**src/rtl/posit_regime_decoder_pipe.sv**
```systemverilog
// Pipelined posit decoder: sign, signed regime k, exponent, fraction and zero/NaR flags.
// Define POSIT_REGDEC_MIDREG_EN to add a register between run detection and field extraction.
package posit_pkg;

    typedef enum logic [1:0] {
        POSIT8_ES2  = 2'd0,
        POSIT16_ES2 = 2'd1,
        POSIT32_ES2 = 2'd2,
        POSIT16_ES1 = 2'd3
    } posit_format_e;

    function automatic int posit_width(input posit_format_e f);
        case (f)
            POSIT8_ES2:               return 8;
            POSIT16_ES2, POSIT16_ES1: return 16;
            default:                  return 32;
        endcase
    endfunction

    function automatic int exp_bits(input posit_format_e f);
        case (f)
            POSIT16_ES1: return 1;
            default:     return 2;
        endcase
    endfunction

endpackage

module posit_regime_decoder_pipe #(
    parameter posit_pkg::posit_format_e pFormat = posit_pkg::posit_format_e'(0),
    localparam int N  = posit_pkg::posit_width(pFormat),
    localparam int ES = posit_pkg::exp_bits(pFormat),
    localparam int RS = $clog2(N),
    localparam int FW = N - 1 - ES
) (
    input  logic          clk_i,
    input  logic          rst_i,
    input  logic          flush_i,
    input  logic          in_valid_i,
    output logic          in_ready_o,
    input  logic [N-1:0]  operand_i,
    output logic          out_valid_o,
    input  logic          out_ready_i,
    output logic          sign_o,
    output logic [RS:0]   k_o,
    output logic [ES-1:0] exp_o,
    output logic [FW-1:0] frac_o,
    output logic          is_zero_o,
    output logic          is_nar_o
);

    // Handshake: a transfer happens on a rising edge where valid && ready. Each stage
    // loads when empty or when its consumer takes its current item; valid never drops
    // without a transfer except on flush_i or rst_i. flush_i beats a same-cycle accept.

    // Stage A: sign, magnitude, specials and regime run length.
    logic          a_sign;
    logic          a_zero;
    logic          a_nar;
    logic          a_rc;
    logic          a_counting;
    logic [N-2:0]  a_body;
    logic [RS-1:0] a_run;

    always_comb begin
        a_sign     = operand_i[N-1];
        // Low bits of the two's complement only depend on low operand bits.
        a_body     = a_sign ? -operand_i[N-2:0] : operand_i[N-2:0];
        a_zero     = (operand_i == '0);
        a_nar      = operand_i[N-1] && (operand_i[N-2:0] == '0);
        a_rc       = a_body[N-2];
        a_run      = '0;
        a_counting = 1'b1;
        for (int i = N - 2; i >= 0; i--) begin
            if (a_counting && (a_body[i] == a_rc)) begin
                a_run = a_run + RS'(1);
            end else begin
                a_counting = 1'b0;
            end
        end
    end

    // Stage B inputs: either the mid register or stage A directly.
    logic          en_b;
    logic          b_valid;
    logic          b_sign;
    logic          b_zero;
    logic          b_nar;
    logic          b_rc;
    logic [N-2:0]  b_body;
    logic [RS-1:0] b_run;

    assign en_b = !out_valid_o || out_ready_i;

`ifdef POSIT_REGDEC_MIDREG_EN
    logic          en_a;
    logic          mid_valid_q;
    logic          mid_sign_q;
    logic          mid_zero_q;
    logic          mid_nar_q;
    logic          mid_rc_q;
    logic [N-2:0]  mid_body_q;
    logic [RS-1:0] mid_run_q;

    assign en_a       = !mid_valid_q || en_b;
    assign in_ready_o = en_a;

    always_ff @(posedge clk_i or posedge rst_i) begin
        if (rst_i) begin
            mid_valid_q <= 1'b0;
        end else if (flush_i) begin
            mid_valid_q <= 1'b0;
        end else if (en_a) begin
            mid_valid_q <= in_valid_i;
        end
    end

    always_ff @(posedge clk_i or posedge rst_i) begin
        if (rst_i) begin
            mid_sign_q <= 1'b0;
            mid_zero_q <= 1'b0;
            mid_nar_q  <= 1'b0;
            mid_rc_q   <= 1'b0;
            mid_body_q <= '0;
            mid_run_q  <= '0;
        end else if (en_a && in_valid_i) begin
            mid_sign_q <= a_sign;
            mid_zero_q <= a_zero;
            mid_nar_q  <= a_nar;
            mid_rc_q   <= a_rc;
            mid_body_q <= a_body;
            mid_run_q  <= a_run;
        end
    end

    assign b_valid = mid_valid_q;
    assign b_sign  = mid_sign_q;
    assign b_zero  = mid_zero_q;
    assign b_nar   = mid_nar_q;
    assign b_rc    = mid_rc_q;
    assign b_body  = mid_body_q;
    assign b_run   = mid_run_q;
`else
    assign in_ready_o = en_b;
    assign b_valid    = in_valid_i;
    assign b_sign     = a_sign;
    assign b_zero     = a_zero;
    assign b_nar      = a_nar;
    assign b_rc       = a_rc;
    assign b_body     = a_body;
    assign b_run      = a_run;
`endif

    // Stage B: regime value, drop regime + terminator, split exponent and fraction.
    logic [RS:0]   b_shamt;
    logic [N-2:0]  b_rem;
    logic          b_sign_res;
    logic [RS:0]   b_k;
    logic [ES-1:0] b_exp;
    logic [FW-1:0] b_frac;

    always_comb begin
        b_shamt    = {1'b0, b_run} + (RS + 1)'(1);
        b_rem      = b_body << b_shamt;
        b_k        = b_rc ? ({1'b0, b_run} - (RS + 1)'(1)) : -{1'b0, b_run};
        b_exp      = b_rem[N-2 -: ES];
        b_frac     = b_rem[FW-1:0];
        b_sign_res = b_sign;
        if (b_zero || b_nar) begin
            b_k        = '0;
            b_exp      = '0;
            b_frac     = '0;
            b_sign_res = b_nar;
        end
    end

    always_ff @(posedge clk_i or posedge rst_i) begin
        if (rst_i) begin
            out_valid_o <= 1'b0;
        end else if (flush_i) begin
            out_valid_o <= 1'b0;
        end else if (en_b) begin
            out_valid_o <= b_valid;
        end
    end

    always_ff @(posedge clk_i or posedge rst_i) begin
        if (rst_i) begin
            sign_o    <= 1'b0;
            k_o       <= '0;
            exp_o     <= '0;
            frac_o    <= '0;
            is_zero_o <= 1'b0;
            is_nar_o  <= 1'b0;
        end else if (en_b && b_valid) begin
            sign_o    <= b_sign_res;
            k_o       <= b_k;
            exp_o     <= b_exp;
            frac_o    <= b_frac;
            is_zero_o <= b_zero;
            is_nar_o  <= b_nar;
        end
    end

endmodule

```
**config.mk**
```make
export PLATFORM = sky130hd
export DESIGN_NAME = posit_regime_decoder_pipe
export DESIGN_NICKNAME = d
export VERILOG_FILES = /design/src/rtl/posit_regime_decoder_pipe.sv
export SDC_FILE = /design/constraint.sdc
export NUM_CORES = 1
export LEC_CHECK = 0
export BUFFER_PORTS_ARGS = -buffer_cell sky130_fd_sc_hd__buf_2
export CORE_MARGIN = 2
export CORE_UTILIZATION = 50
export CTS_CLUSTER_DIAMETER = 100
export DETAILED_ROUTE_END_ITERATION = 6
export GPL_TIMING_DRIVEN = 0
export PLACE_DENSITY = 0.81
export SLEW_MARGIN = 0
export SYNTH_ARGS = -nofsm -noshare
export SYNTH_HDL_FRONTEND = slang
export SYNTH_SLANG_ARGS = --single-unit
```
**constraint.sdc**
```tcl
create_clock -name clk_i -period 1.61 [get_ports clk_i]
set_clock_uncertainty 0.2 [all_clocks]
set_input_delay 0.4025 -clock clk_i [delete_from_list [all_inputs] [get_ports clk_i]]
set_output_delay 0.4025 -clock clk_i [all_outputs]
set_load 0.03 [all_outputs]
```
==> flow_metrics.tcl <==
set metrics [dict create \
    crit_slowest_cell "or3b_2" \
    synth.avg_cell_area_sq_um 8.75 \
    holdWs_ps 57.8 \
    gp_congestion 0.882 \
    io_pins 29 \
    vias_per_cell 6.56 \
    syn_to_final_growth_pct 55.9 \
    status "complete, but fails checks" \
    slowest_delay_ps 530 \
    synthCells 171 \
    cts_tree "built" \
    period_minus_slack_ps 3290 \
    fill_cells 145 \
    critPathRequiredTime_ps 1610 \
    synth_area_leaders "dfrtp_1, nand2_1, o21ai_0" \
    start_util_pct 53.3 \
    ys.flop_type "dfrtp_1" \
    grt_overflow_total 0 \
    path_cells "buf_2, clkbuf_1, or3b_2, o22ai_2, nor2b_4, buf_4, nor3_2, a31o_4, nor2_4, ha_4, xor2_4, mux2_4, o311ai_2" \
    clock_latency_ps 280 \
    cp-start-kind "input port" \
    setup_slack_ps -1680 \
    ant_nets 0 \
    max-vdd-ir-drop_v 0.000547 \
    clk_pin_slew_ps 100 \
    std_cell_rows 19 \
    finalHoldViolations 0 \
    via_count 1738 \
    grt_pass1_vias 1601 \
    synth.net_count 187 \
    cts_buffers 3 \
    synth_top_cell_by_area "dfrtp_1" \
    r2r-start "out_valid_o$_DFFE_PP0P_" \
    cts.path.max_buffers 2 \
    critPathKind "input port to register" \
    die-area_sq_mm 0.00345 \
    p_total_mw 1.96 \
    grt_pass1_wl_mm 7.38 \
    synth_seq_area_share_pct 25.1 \
    rsz0062_at_grt "true" \
    synth_edf_count 0 \
    path_max_fanout 10 \
    synthArstFlopShare_pct 100 \
    startpoint "operand_i[3]" \
    grt_antenna_before_repair 0 \
    cts.sinks 15 \
    synth_top_cell_area_share_pct 25.1 \
    die_x_microns 58.7 \
    p_leak_nw 1.04 \
    grt_usage_pct 28.4 \
    drive_gt1_share_pct 53.0 \
    grt_max_degree 16 \
    drc 4 \
    max_slew_margin_pct 44.0 \
    first_pass_iters 7 \
    cap_violations 0 \
    die_h_microns 58.7 \
    tightest_slew_ps 829 \
    yosys_warnings 0 \
    drt_iter0_markers 200 \
    setup_viol 13 \
    dp_hpwl_mm 2.84 \
    drt_wl_total_mm 5.20 \
    ys_seq_elements 15 \
    nets 251 \
    syn_area_sq_mm 0.00150 \
    diodes 0 \
    finalMaxSlewViolations 0 \
    clock-root-buffer "clkbuf_4" \
    cts_max_level 1 \
    min_path_type "input port to register" \
    fmax_ghz 0.304 \
    end_kind "register" \
    fp.coreArea_sq_mm 0.00281 \
    port_buffers 25 \
    post-route-period-util_pct 204 \
    crit_arrival_ps 3300 \
    violations "design-rule violations, negative setup slack" \
    pwr_density_cell_mw_per_mm2 840 \
    hp-start "flush_i" \
    wire_per_inst_microns 19.6 \
    synth.distinct_cells 59 \
]
==> state kept, by name, summed over array words and instances (netlist names) <==
name,cells
out_valid_o,1
is_zero_o,1
sign_o,1
frac_o,5
k_o,4
exp_o,2
is_nar_o,1
==> layout make-up <==
class                   count  area, sq um  area share (%)
plain buffers              10         88.8            3.81
clock buffers               3         22.5           0.966
clock inverters             1         5.00           0.215
inverters                   9         56.3            2.41
multi-input cells         136         1290            55.3
flip-flops and latches     15          375            16.1
well taps                  31         38.8            1.66
repair buffers             60          455            19.5
==> layer usage <==
metal / wire length (microns) / part of all wire, % / track usage, %
met5: 0 / 0 / 0
met4: 340 / 6.5 / 16.2
met3: 422 / 8.1 / 2.86
met2: 2530 / 49 / 51.8
met1: 1910 / 37 / 32.0
==> logic make-up (layout without fill, tap and decap cells) <==
group	count (synthesis)	count (layout)	synth area share [%]
flip-flops	15	15	25.1
AO/OA/AOI/OAI	51	51	28.3
multiplexers	4	4	3.60
adder cells (fa/ha/maj)	3	3	2.51
buffers and inverters	20	83	6.19
XOR/XNOR	11	11	7.44
AND/OR/NAND/NOR	67	67	26.9
==> cells in the final DEF (no fill, tap or decap), drive strengths merged, types with 6 or more instances in the layout <==
cell and n:
dfrtp 15, inv 8, nand2 17, nor2b 7, o21ai 11, buf 63, a21oi 8, xor2 6
nand3 6, nor2 6, clkbuf 9
==> cells in the mapped netlist, types with 5 or more instances <==
cell type and instances:
a21oi_1 7, nor3_1 5, nand2_1 17, o21ai_0 10, xnor2_1 5, inv_1 8, clkbuf_1 6, nand3_1 6
nor2_1 5, nand2b_1 5, nor2b_1 7, dfrtp_1 15
==> worst paths after layout <==
path | cells past startpoint | slack (ps) | end
min in group asynchronous | 3 | 490 | k_o[1]$_DFFE_PP0P_
worst min register to register | 2 | 280 | is_nar_o$_DFFE_PP0P_
worst max register to register | 6 | -150 | exp_o[1]$_DFFE_PP0P_
max in group asynchronous | 3 | 350 | k_o[0]$_DFFE_PP0P_
worst min-delay path | 2 | 60 | out_valid_o$_DFFE_PP0P_
worst max-delay path | 13 | -1680 | exp_o[1]$_DFFE_PP0P_
==> per-stage QoR <==
step                setup TNS [ps]  setup WS, ps  utilization [%]  cells  instance area [sq um]
CTS                         -16230         -1690             77.2    257                   2170
floorplan                   -19990         -2040                -    171                   1610
global placement            -23570         -2350             63.2    227                   1770
global route                -17230         -1750             83.1    265                   2330
finish                      -16320         -1680             83.1    265                   2330
detailed placement          -24670         -2420             63.2    227                   1770
==> power breakdown <==
group	switching [mW]	internal, mW	leakage, nW
registers	0.0448	0.462	0.192
clock network	0.123	0.0925	0.0177
logic	0.717	0.521	0.830
==> what timing repair did <==
action                                  4_1_cts  5_1_grt
setup buffers                                26        8
endpoints found under the setup margin       13       14
hold buffers                                  1        0
gates cloned                                  0        0
hold endpoints to repair                     15        0
pin swaps                                    12       11
gates resized for setup                      30       32
==> worst max-delay path, delay by kind of cell <==
family | cells | cell delay, ps
AO/OA/AOI/OAI | 3 | 670
AND/OR/NAND/NOR | 4 | 950
buffers and inverters | 3 | 530
adder cells (fa/ha/maj) | 1 | 170
XOR/XNOR | 1 | 220
multiplexers | 1 | 340
No activity file was read; power rests on OpenSTA's default activity.
